==> src/rtl/cla_adder_pipe.sv <==
// Pipelined carry-lookahead adder: WIDTH bits split into STAGES segments, one segment resolved per stage,
// with valid/ready handshake. Define CLA_ADDER_PIPE_SUB_EN to add the in_sub (A - B) port.

module cla_seg #(
  parameter int W     = 4,
  parameter int GROUP = 4
) (
  input  logic [W-1:0] a,
  input  logic [W-1:0] b,
  input  logic         cin,
  output logic [W-1:0] sum,
  output logic         cout
);
  localparam int NG = (W + GROUP - 1) / GROUP;

  logic [W-1:0]  p, g, c;
  logic [NG-1:0] gg, gp;
  logic [NG:0]   gc;
  logic          acc, pp;

  assign p = a ^ b;
  assign g = a & b;

  // group generate/propagate; the last group may be partial
  always_comb begin
    gg = '0;
    gp = '0;
    for (int k = 0; k < NG; k++) begin
      gp[k] = 1'b1;
      for (int j = 0; j < GROUP; j++) begin
        if (k * GROUP + j < W) begin
          gg[k] = g[k*GROUP+j] | (p[k*GROUP+j] & gg[k]);
          gp[k] = gp[k] & p[k*GROUP+j];
        end
      end
    end
  end

  // every group carry is a flat sum of products over all lower groups and cin
  always_comb begin
    gc    = '0;
    acc   = 1'b0;
    pp    = 1'b0;
    gc[0] = cin;
    for (int k = 0; k < NG; k++) begin
      acc = gg[k];
      pp  = gp[k];
      for (int j = k - 1; j >= 0; j--) begin
        acc = acc | (pp & gg[j]);
        pp  = pp & gp[j];
      end
      gc[k+1] = acc | (pp & cin);
    end
  end

  always_comb begin
    c = '0;
    for (int i = 0; i < W; i++)
      if (i % GROUP == 0) c[i] = gc[i/GROUP];
    for (int i = 1; i < W; i++)
      if (i % GROUP != 0) c[i] = g[i-1] | (p[i-1] & c[i-1]);
  end

  assign sum  = p ^ c;
  assign cout = gc[NG];
endmodule

module cla_adder_pipe #(
  parameter int WIDTH  = 46,
  parameter int STAGES = 2,
  parameter int GROUP  = 4
) (
  input  logic             clk,
  input  logic             rst_n,
  input  logic             in_valid,
  output logic             in_ready,
  input  logic [WIDTH-1:0] in_a,
  input  logic [WIDTH-1:0] in_b,
  input  logic             in_cin,
`ifdef CLA_ADDER_PIPE_SUB_EN
  input  logic             in_sub,
`endif
  output logic             out_valid,
  input  logic             out_ready,
  output logic [WIDTH-1:0] out_sum,
  output logic             out_cout
);
  localparam int SEG = (WIDTH + STAGES - 1) / STAGES;
  localparam int TOP = WIDTH - (STAGES - 1) * SEG;

  if (WIDTH < 2 || STAGES < 1 || STAGES > WIDTH || GROUP < 1 || TOP < 1) begin : g_bad_cfg
    $error("cla_adder_pipe: illegal WIDTH/STAGES/GROUP combination");
  end

  logic             adv;
  logic [WIDTH-1:0] b_eff;
  logic             c_eff;
  logic [STAGES:1]  vld_pipe;
  logic [WIDTH-1:0] a_q [STAGES];
  logic [WIDTH-1:0] b_q [STAGES];
  logic [WIDTH-1:0] s_q [STAGES];
  logic             c_q [STAGES];

`ifdef CLA_ADDER_PIPE_SUB_EN
  // subtract as A + ~B + 1; carry out then means "no borrow"
  assign b_eff = in_sub ? ~in_b : in_b;
  assign c_eff = in_sub | in_cin;
`else
  assign b_eff = in_b;
  assign c_eff = in_cin;
`endif

  assign adv       = !out_valid || out_ready;
  assign in_ready  = adv;
  assign out_valid = vld_pipe[STAGES];
  assign out_sum   = s_q[STAGES-1];
  assign out_cout  = c_q[STAGES-1];

  always_ff @(posedge clk or negedge rst_n) begin
    if (!rst_n) begin
      vld_pipe <= '0;
    end else if (adv) begin
      vld_pipe[1] <= in_valid;
      for (int s = 2; s <= STAGES; s++) vld_pipe[s] <= vld_pipe[s-1];
    end
  end

  for (genvar s = 0; s < STAGES; s++) begin : g_stage
    localparam int LO = s * SEG;
    localparam int SW = (s == STAGES - 1) ? TOP : SEG;

    logic [WIDTH-1:0] a_i, b_i, s_i, s_n;
    logic             c_i, v_i;
    logic [SW-1:0]    seg_sum;
    logic             seg_cout;

    if (s == 0) begin : g_head
      assign a_i = in_a;
      assign b_i = b_eff;
      assign s_i = '0;
      assign c_i = c_eff;
      assign v_i = in_valid;
    end else begin : g_body
      assign a_i = a_q[s-1];
      assign b_i = b_q[s-1];
      assign s_i = s_q[s-1];
      assign c_i = c_q[s-1];
      assign v_i = vld_pipe[s];
    end

    cla_seg #(.W(SW), .GROUP(GROUP)) u_seg (
      .a    (a_i[LO +: SW]),
      .b    (b_i[LO +: SW]),
      .cin  (c_i),
      .sum  (seg_sum),
      .cout (seg_cout)
    );

    always_comb begin
      s_n           = s_i;
      s_n[LO +: SW] = seg_sum;
    end

    // data only loads with a valid op, so bubbles leave the last result on the outputs
    always_ff @(posedge clk or negedge rst_n) begin
      if (!rst_n) begin
        a_q[s] <= '0;
        b_q[s] <= '0;
        s_q[s] <= '0;
        c_q[s] <= 1'b0;
      end else if (adv && v_i) begin
        a_q[s] <= a_i;
        b_q[s] <= b_i;
        s_q[s] <= s_n;
        c_q[s] <= seg_cout;
      end
    end
  end
endmodule

==> config.mk <==
export PLATFORM = sky130hd
export DESIGN_NAME = cla_adder_pipe
export DESIGN_NICKNAME = d
export VERILOG_FILES = /design/src/rtl/cla_adder_pipe.sv
export SDC_FILE = /design/constraint.sdc
export NUM_CORES = 1
export LEC_CHECK = 0
export BUFFER_PORTS_ARGS = -buffer_cell sky130_fd_sc_hd__buf_2
export CORE_MARGIN = 2
export CORE_UTILIZATION = 59
export CTS_CLUSTER_SIZE = 8
export DETAILED_ROUTE_END_ITERATION = 10
export PLACE_DENSITY = 0.86
export SYNTH_ARGS = -nofsm -noshare
export SYNTH_HDL_FRONTEND = slang
export SYNTH_SLANG_ARGS = --single-unit
==> constraint.sdc <==
create_clock -name clk -period 8.4 [get_ports clk]
set_input_delay 1.68 -clock clk [delete_from_list [all_inputs] [get_ports clk]]
set_output_delay 1.68 -clock clk [all_outputs]
set_load 0.01 [all_outputs]
======== Word-level counts from Yosys, hierarchy flattened ========
Cells that the tools add are included.
storage, ports and cells
  register bits ........................... 165
  input bits .............................. 97
cells by class
  reduce and logical (&&, ||, !) cells .... 4
  bitwise gates (word level) .............. 290
operator list
  kind                count
  1-bit bitwise AND   174
  1-bit bitwise OR    110
  23-bit XOR          4
  23-bit bitwise AND  2
  1-bit logical AND   2
  1-bit zero test     1
  1-bit logical OR    1

======== Depth between registers and ports, before layout ========
Gate-level depths: netlist of the first run.
  depth in word-level cells ............... 19
  depth in mapped cells ................... 11
  depth with buffers taken out ............ 11

======== Modules after synthesis ========
From an unflattened synthesis of the first run, not the netlist that was laid out.
unflattened totals
  cell total of the unflattened synthesis .. 439
  area, all modules ....................... 6353.6 um^2
modules (own cells, without submodules)
  module                      instances  area each (um^2)  cells each  sequential area each (um^2)
  cla_adder_pipe              1          4470.5            254         2977.9
  cla_seg (g_stage[0].u_seg)  1          954.7             95          0.0
  cla_seg (g_stage[1].u_seg)  1          928.4             90          0.0

======== Least setup slack after synthesis of the first run ========
OpenSTA, ideal clock, no wires.
  path type ............................... in2reg
  start point ............................. in in_a[3]
  end point ............................... reg s_q, in the netlist g_stage[1].s_i[18]
  arrival ................................. 4.217 ns
  data required time ...................... 8.272 ns
  stages .................................. 10
  path slack .............................. 4.055 ns
  cells stage by stage .................... ha_1 > and3_1 > a31oi_1 > a21oi_1 > o21ai_0 > a21oi_1 > fa_1 > fa_1 > fa_1 > mux2_1
on the way
  cells in the longest elaborated chain, start to end .. 11
ends and longest elaborated chain
  item                           RTL line  source
  start, declared                77        input logic [WIDTH-1:0] in_a,
  23-bit XOR                     21        assign p = a ^ b;
  1-bit bitwise AND              32        gg[k] = g[k*GROUP+j] | (p[k*GROUP+j] & gg[k]);
  1-bit bitwise OR               32
  1-bit bitwise AND              49        acc = acc | (pp & gg[j]);
  1-bit bitwise OR               49
  1-bit bitwise OR *             52        gc[k+1] = acc | (pp & cin);
  1-bit bitwise AND *            61        if (i % GROUP != 0) c[i] = g[i-1] | (p[i-1] & c[i-1]);
  1-bit bitwise OR *             61
  1-bit bitwise AND *            61
  1-bit bitwise OR *             61
  23-bit XOR *                   64        assign sum = p ^ c;
  net g_stage[0].seg_sum[18]     134       logic [SW-1:0] seg_sum;
  end signal, assigned by index  174       s_q[s] <= s_n;
  end, declared                  101       logic [WIDTH-1:0] s_q [STAGES];
The timed path passes the listed nets; every way through them passes the cells marked *.
A chain may end at the register's enable or synchronous reset.

======== Final worst setup path of the first run ========
  start point ............................. in in_a[2]
  end point ............................... reg s_q, in the netlist g_stage[1].s_i[18]
on the way
  cells in the longest elaborated chain, start to end .. 13
ends and longest elaborated chain
  item                        RTL line
  23-bit XOR                  21
  1-bit bitwise AND           32
  1-bit bitwise OR            32
  1-bit bitwise AND           32
  1-bit bitwise OR            32
  1-bit bitwise AND           49
  1-bit bitwise OR            49
  1-bit bitwise OR *          52
  1-bit bitwise AND *         61
  1-bit bitwise OR *          61
  1-bit bitwise AND *         61
  1-bit bitwise OR *          61
  23-bit XOR *                64
  net g_stage[0].seg_sum[18]  134
Marks and branches as above.

==> impl_metrics.toml, run 1 <==
[status]
status = "finished, final reports clean"

[worst_setup_path]
cp-startpoint = "in_a[2]"
cp.required_ns = 8.81
path_max_fanout = 3
r2r_slack_ns = 5.13
worstSetupEndpointType = "register"
worstSetupPathType = "in2reg"
reg2reg_from = "g_stage[1].a_i[23]"
rr_worst_depth = 9
timing.rr.end = "out_sum[37]"
worstSetupStartpointType = "input port"
cp.arrival_ns = 4.68
endpoint = "g_stage[1].s_i[18]"

[global_routing]
top_usage_layer = "met2"
antenna_found_initial = 0
grt_max_degree = 79
grtUsageMet3 = 0.06869
grtUsageTotal = 0.2494
grt_pass1_vias = 4580
grt_remaining_overflow = 0
grtUsageMet1 = 0.2875
met2_usage = 0.4322
grt_pass1_wl_microns = 21560

[die]
ios = 146
die_height_microns = 106.9
start_util = 0.6055
die_w_microns = 106.9
rows = 37
core-area_sq_um = 10320
dieArea_sq_um = 11430

[synth]
yosysWarningCount = 0
synth.cell_area_sq_um = 6251
synth-async-reset-ratio = 1.000
synth_edf_count = 0
syn_nets = 636
syn_area_per_cell_sq_um = 13.62
netlist_instances = 459
ys_seq_area_frac = 0.4764
synthFlopType = "dfrtp_1"
ys_seq_elements = 119
ys_types = 38

[finish]
synthToLayoutAreaGrowth_pct = 23.96
mostFrequentLayoutCell = "buf_2"
final_cell_mix = "buf_2, dfrtp_1, mux2_2"
multiInputGateArea_sq_um = 3159
drive_gt1_frac = 0.4375
nFillCells = 676
seqCellArea_sq_um = 2978
nets = 788
diodes = 0

[sta]
finClkSkew_ns = 0.005545
slew_headroom = 0.3342
rsz0062_at_grt = "false"
drv_slew = 0
tightest_slew_ns = 0.9988
fin_crit_sh = 0.5081
finalSetupViolCount = 0
fmax_mhz = 234.3
tns_ns = 0
layout_setup_ws_ns = 4.132
hold_viol = 0
min_period_ns = 4.268

[power_and_ir_drop]
p_sw_frac = 0.2947
power_frac_comb = 0.288
pwr_density_cell_nw_per_um2 = 303.9
pwr-share-clk = 0.339
ir_drop_mv = 0.1898
p_switching_mw = 0.6941
power.internal_mw = 1.661
leakage_nw = 3.690
seqPwrFrac = 0.372

[drt]
drc_errors = 0
vias = 4223
first_pass_iters = 5
wl_microns = 13050
via_per_inst = 5.557
drt_iter0_markers = 166
post_drt_wl_per_cell_microns = 17.17
ant_nets = 0

[placed_design]
place.gp.congestion = 0.8285
dp_hpwl_microns = 9500
io_buffer_count = 145
dpl_worst_slack_ns = 3.608

[cts]
postCtsSetupRepairBufs = 0
hold_buffers = 0
clk_pin_slew_worst_paths_ns = 0.06
clk_path_buf_depth = 2
clock-sinks = 119
worstSkewPairLatency_ns = 0.53
cts_tree = "built"
cts_buffers = 17
cts-root-buf = "clkbuf_8"
cts_resized = 0
cts_max_level = 4

[flow_run]
max_cap_viol_count = 0

[hold_path]
holdCritPathClass = "reg2reg"
hold_depth = 2
==> worst max-delay path: stages <==
cell and delay, ns:
buf_2 0.12, ha_1 0.33, and3_2 0.22, o21ai_1 0.18
a21oi_1 0.13, o21ai_0 0.34, a21oi_1 0.14, fa_1 0.39
fa_1 0.41, fa_1 0.45, mux2_1 0.28
==> layout make-up <==
class	count	area share
repair buffers	147	0.09591
clock inverters	7	0.02099
flip-flops and latches	119	0.3843
clock buffers	25	0.06378
well taps	136	0.02196
multi-input cells	315	0.4077
inverters	11	0.005329
==> synthesized netlist by cell type (all sizes together) (2+ instances only) <==
master,instances,area [sq um]
a211oi,2,15.01
a21o,6,45.04
a21oi,19,95.09
and3,3,20.02
and4,2,17.52
buf,13,73.82
dfrtp,119,2978
fa,34,680.7
ha,46,575.6
inv,11,41.29
mux2,101,1137
nand2,28,110.1
nand2b,3,18.77
nand3,6,30.03
nand4,5,31.28
nor2,8,30.03
nor2b,2,12.51
o21ai,25,125.1
o2bb2ai,2,17.52
xnor2,12,105.1
==> state kept, by name, indices dropped and copies added, names as in the netlist <==
name	cells
out_sum	46
g_stage.a_i	23
g_stage.b_i	23
g_stage.s_i	23
vld_pipe	2
g_stage.c_i	1
out_cout	1
==> through the flow <==
step | util | power (mW) | std cells | cell area (sq um) | hold slack [ns]
after detailed placement | 0.6869 | 1.568 | 728 | 7092 | 0.4687
after floorplan | - | 1.289 | 459 | 6251 | 0.4460
after global placement | 0.6869 | 1.520 | 728 | 7092 | 0.4601
after CTS | 0.7506 | 2.381 | 760 | 7749 | 0.4820
final | 0.7506 | 2.355 | 760 | 7749 | 0.4802
after global routing | 0.7506 | 2.499 | 760 | 7749 | 0.5060
==> routing by layer <==
layer / part of all wire / up-vias / wire length, microns
li1: - / 1933 / -
met1: 0.39 / 2137 / 5143
met2: 0.52 / 134 / 6838
met3: 0.063 / 19 / 821
met4: 0.019 / 0 / 246
met5: 0 / - / 0
==> worst min path at each step <==
stage / from / to / slack (ns)
2_1_floorplan: g_stage[1].s_i[0] / g_stage[1].s_i[0] / 0.45
3_3_place_gp: g_stage[1].s_i[3] / g_stage[1].s_i[3] / 0.46
3_5_place_dp: out_sum[26] / out_sum[26] / 0.47
4_1_cts: out_sum[26] / out_sum[26] / 0.48
5_1_grt: out_sum[36] / out_sum[36] / 0.51
6_report: g_stage[1].s_i[0] / g_stage[1].s_i[0] / 0.48
==> logic make-up (layout without fill, tap and decap cells) <==
| group | Yosys count | after routing | share of synthesized area |
|---|---|---|---|
| multiplexers | 101 | 101 | 0.1819 |
| XOR/XNOR | 12 | 12 | 0.01681 |
| flip-flops | 119 | 119 | 0.4764 |
| adder cells (fa/ha/maj) | 80 | 80 | 0.2010 |
| AND/OR/NAND/NOR | 62 | 62 | 0.04944 |
| AO/OA/AOI/OAI | 60 | 60 | 0.05545 |
| buffers and inverters | 25 | 190 | 0.01901 |
==> power by group through the flow <==
stage          registers (mW)  clock network [mW]  logic [mW]
3_3_place_gp            0.873                   0       0.647
4_1_cts                 0.880               0.811       0.690
5_1_grt                 0.903               0.837       0.759
2_1_floorplan           0.918                   0       0.371
6_report                0.877               0.799       0.679
3_5_place_dp            0.886                   0       0.682
Power figures use the tool's default switching activity.
==> run 2, diff against run 1 <==
CORE_UTILIZATION = 49   (was 59)
PLACE_DENSITY = 0.77   (was 0.86)
clock period = 3.55 ns   (was 8.4 ns; I/O delays follow)
==> impl_metrics.toml, run 2 (synthesized netlist as in run 1, its figures left out) <==
[status]
status = "finished, final reports clean"

[global_routing]
grt_pass1_wl_microns = 21360
grt_max_degree = 53
grt_remaining_overflow = 0
grtUsageTotal = 0.2057
grt_pass1_vias = 4586
antenna_found_initial = 0

[sta]
hold_viol = 0
finalSetupViolCount = 0
fmax_mhz = 304.8
finClkSkew_ns = 0.006114
layout_setup_ws_ns = 0.2694
drv_slew = 0
rsz0062_at_grt = "false"
tightest_slew_ns = 0.6882
fin_crit_sh = 0.9241
min_period_ns = 3.281
slew_headroom = 0.5396

[cts]
clk_pin_slew_worst_paths_ns = 0.05
cts-root-buf = "clkbuf_16"
cts_buffers = 17
cts_max_level = 4
hold_buffers = 0
clk_path_buf_depth = 2
cts_tree = "built"
cts_resized = 0
clock-sinks = 119
worstSkewPairLatency_ns = 0.41
postCtsSetupRepairBufs = 0

[finish]
largest_reg_flops = 46
fin_area_sq_um = 7749
nFillCells = 1029
diodes = 0
mostFrequentLayoutCell = "buf_2"
multiInputGateArea_sq_um = 3159
seqCellArea_sq_um = 2978
synthToLayoutAreaGrowth_pct = 23.96
final_cell_mix = "buf_2, dfrtp_1, mux2_2"
nets = 797
drive_gt1_frac = 0.4399

[worst_setup_path]
worstSetupStartpointType = "input port"
reg2reg_from = "g_stage[1].a_i[37]"
cp.required_ns = 3.83
path_max_fanout = 3
worstSetupEndpointType = "register"
worstSetupPathType = "in2reg"
cp-startpoint = "in_a[1]"
cp.arrival_ns = 3.56

[power_and_ir_drop]
pwr_density_cell_nw_per_um2 = 672.4
power_mw = 5.211
leakage_nw = 3.684
ir_drop_mv = 0.3531

[die]
start_util = 0.4994
die_height_microns = 116.9
core-area_sq_um = 12520
dieArea_sq_um = 13680
ios = 146
rows = 41
die_w_microns = 116.9

[drt]
first_pass_iters = 4
via_per_inst = 5.244
vias = 4216
drt_iter0_markers = 156
post_drt_wl_per_cell_microns = 16.02
wl_microns = 12880
ant_nets = 0
drc_errors = 0

[hold_path]
holdCritPathClass = "in2async"

[placed_design]
dp_hpwl_microns = 9936
placed_cell_area_sq_um = 7217
place.gp.congestion = 0.8071
io_buffer_count = 145
dpl_worst_slack_ns = -0.2393

[flow_run]
max_cap_viol_count = 0
run 2: cell types whose count changed in the layout (fill, tap and decap cells not counted), sizes merged:
cell	before	now
clkinvlp	1	0
bufinv	5	0
clkbuf	25	28
clkinv	1	3
buf	147	156
run 2: report_power, final:
part	switching (mW)	internal (mW)
sequential	0.262	1.80
clock	0.545	0.976
combinational	0.789	0.836
total	1.59	3.62
run 2: final cells by class:
cell class / count / share of cell area
repair buffers: 156 / 0.1062
well taps: 172 / 0.02777
clock buffers: 28 / 0.06669
inverters: 11 / 0.005329
flip-flops and latches: 119 / 0.3843
multi-input cells: 315 / 0.4077
clock inverters: 3 / 0.001938
run 2: final timing paths:
kind / to / cells after the start / slack [ns]
min in group clk: out_sum[38] / 2 / 0.47
worst min register to register: out_sum[38] / 2 / 0.47
max in group asynchronous: g_stage[1].b_i[25] / 2 / 2.47
worst max-delay path: g_stage[1].s_i[18] / 11 / 0.27
worst max register to register: out_sum[41] / 9 / 0.32
worst min-delay path: g_stage[1].b_i[32] / 1 / 0.26
run 2: through the flow:
step	instances	hold slack (ns)	setup TNS, ns	util
after global routing	804	0.2874	0	0.6191
after CTS	804	0.2616	0	0.6191
after global placement	773	0.4605	-0.1571	0.5766
final	804	0.2644	0	0.6191
after floorplan	459	0.4144	0	-
after detailed placement	773	0.4663	-0.8189	0.5766
run 2: routing by layer:
layer / global-route usage / up-vias / share of wire
met3: 0.06746 / 22 / 0.064
li1: - / 1953 / -
met2: 0.3522 / 130 / 0.52
met5: 0 / - / 0
met1: 0.2431 / 2111 / 0.40
met4: 0.07529 / 0 / 0.013
run 2: critical path, cell delays in order:
cell and delay [ns]:
buf_2 0.12, ha_1 0.30, and3_1 0.18, a31oi_1 0.24, a21oi_1 0.15, o21ai_1 0.23, a21oi_1 0.12, fa_1 0.40
fa_1 0.39, fa_1 0.43, mux2_1 0.29
==> run 3, diff against run 2 <==
CORE_UTILIZATION = 54   (was 49)
PLACE_DENSITY = 0.8   (was 0.77)
clock period = 3.2 ns   (was 3.55 ns; I/O delays follow)
==> impl_metrics.toml, run 3 (synthesized netlist as in run 1, its figures left out) <==
[status]
status = "finished, final reports clean"

[drt]
post_drt_wl_per_cell_microns = 16.89
first_pass_iters = 4
wl_microns = 13230
via_per_inst = 5.391
drt_iter0_markers = 211
ant_nets = 0
vias = 4221
drc_errors = 0

[cts]
worstSkewPairLatency_ns = 0.42
hold_buffers = 0
clk_pin_slew_worst_paths_ns = 0.06
cts_buffers = 17
cts-root-buf = "clkbuf_16"
cts_tree = "built"
clk_path_buf_depth = 2
cts_max_level = 4
clock-sinks = 119

[sta]
fmax_mhz = 325.8
hold_viol = 0
drv_slew = 0
fin_crit_sh = 0.9593
min_period_ns = 3.070
slew_headroom = 0.5770
tightest_slew_ns = 0.6345
finClkSkew_ns = 0.006898
finalSetupViolCount = 0
tns_ns = 0

[power_and_ir_drop]
ir_drop_mv = 0.9069
pwr_density_cell_nw_per_um2 = 782.0
power_frac_comb = 0.295
leakage_nw = 3.783
p_sw_frac = 0.2955
power.internal_mw = 4.373
seqPwrFrac = 0.371
pwr-share-clk = 0.334
power_mw = 6.207
p_switching_mw = 1.835

[die]
ios = 146
die_height_microns = 111.6
core-area_sq_um = 11370
dieArea_sq_um = 12450
start_util = 0.5498
rows = 39
die_w_microns = 111.6

[worst_setup_path]
worstSetupStartpointType = "register"
worstSetupEndpointType = "register"
path_max_fanout = 3
crit_chain = "ha_1 -> a211oi_1 -> o21ai_1 -> a21oi_2 -> inv_1 -> fa_1 -> fa_1 -> fa_1 -> mux2_1"
cp.arrival_ns = 3.36
cpMaxStageDelayCell = "fa_1"
crit_top_cell = "fa_1"
max_stage_delay_ns = 0.45
worstSetupPathType = "reg2reg"
cp.required_ns = 3.49

[flow_run]
max_cap_viol_count = 0

[placed_design]
io_buffer_count = 145
placed_cells = 751
place.gp.congestion = 0.8357
dp_hpwl_microns = 10150

[global_routing]
antenna_found_initial = 1
grt_max_degree = 48
grt_pass1_wl_microns = 22630
grtUsageTotal = 0.2336
grt_remaining_overflow = 0
grt_pass1_vias = 4780

[finish]
final_cells = 783
final_cell_mix = "buf_2, dfrtp_1, mux2_2"
drive_gt1_frac = 0.4688
fin_util = 0.6981
largest_reg_flops = 46
nets = 804
diodes = 0
synthToLayoutAreaGrowth_pct = 26.98
mostFrequentLayoutCell = "buf_2"

[hold_path]
holdCritPathClass = "in2async"
## run 3: changes by cell type in the layout (fill, tap and decap cells not counted), sizes merged
cell | before | now
clkinv | 3 | 2
clkbuf | 28 | 25
bufinv | 0 | 4
clkinvlp | 0 | 1
buf | 156 | 163
## run 3: worst paths after layout
| check | to | cells past startpoint | slack [ns] | startpoint |
|---|---|---|---|---|
| setup / recovery | out_sum[33] | 9 | 0.13 | g_stage[1].a_i[23] |
| hold / removal | g_stage[1].a_i[33] | 1 | 0.24 | rst_n |
| setup reg to reg | out_sum[33] | 9 | 0.13 | g_stage[1].a_i[23] |
| hold reg to reg | g_stage[1].s_i[0] | 2 | 0.48 | g_stage[1].s_i[0] |
| max in group asynchronous | out_sum[20] | 2 | 2.09 | rst_n |
| min in group clk | g_stage[1].a_i[28] | 2 | 0.45 | in_a[28] |
## run 3: layout make-up
| class | instances | area, sq um |
|---|---|---|
| clock buffer | 25 | 515.5 |
| fill | 795 | 3432 |
| tap | 143 | 178.9 |
| inverter | 11 | 41.29 |
| multi-input combinational | 315 | 3198 |
| clock inverter | 7 | 137.6 |
| timing repair buffer | 163 | 888.4 |
| sequential | 119 | 2978 |
## run 3: timing repair
action | 4_1_cts | 5_1_grt
setup endpoints to repair | 1 | 12
buffers inserted | 0 | 0
resized for setup | 1 | 8
pin swaps | 1 | 4
## run 3: worst max-delay path, delay by kind of cell (launching register included)
family / cells / cell delay, ns
flip-flops: 1 / 0.39
adder cells (fa/ha/maj): 4 / 1.55
AO/OA/AOI/OAI: 3 / 0.66
multiplexers: 1 / 0.28
buffers and inverters: 1 / 0.08
## run 3: metal layers
metal | up-vias | wire (microns) | global-route usage
met5 | - | 16 | 0
met4 | 2 | 169 | 0.08395
met3 | 20 | 834 | 0.07948
met2 | 128 | 6933 | 0.4122
met1 | 2109 | 5274 | 0.2649
li1 | 1962 | - | -
## run 3: power by group through the flow
stage | clock network [mW] | registers, mW | logic, mW
5_1_grt | 2.17 | 2.37 | 2.07
2_1_floorplan | 0 | 2.41 | 0.975
3_3_place_gp | 0 | 2.29 | 1.75
4_1_cts | 2.11 | 2.31 | 1.85
6_report | 2.07 | 2.30 | 1.83
3_5_place_dp | 0 | 2.33 | 1.83
## run 3: stage by stage
step                hold slack [ns]  instance area, sq um  setup WS [ns]
CTS                          0.2445                  7906       0.006011
detailed placement           0.4673                  7251        -0.3670
global route                 0.2761                  7938      -0.006187
global placement             0.4606                  7251        -0.2845
finish                       0.2353                  7938         0.1304
floorplan                    0.3444                  6256       -0.01009
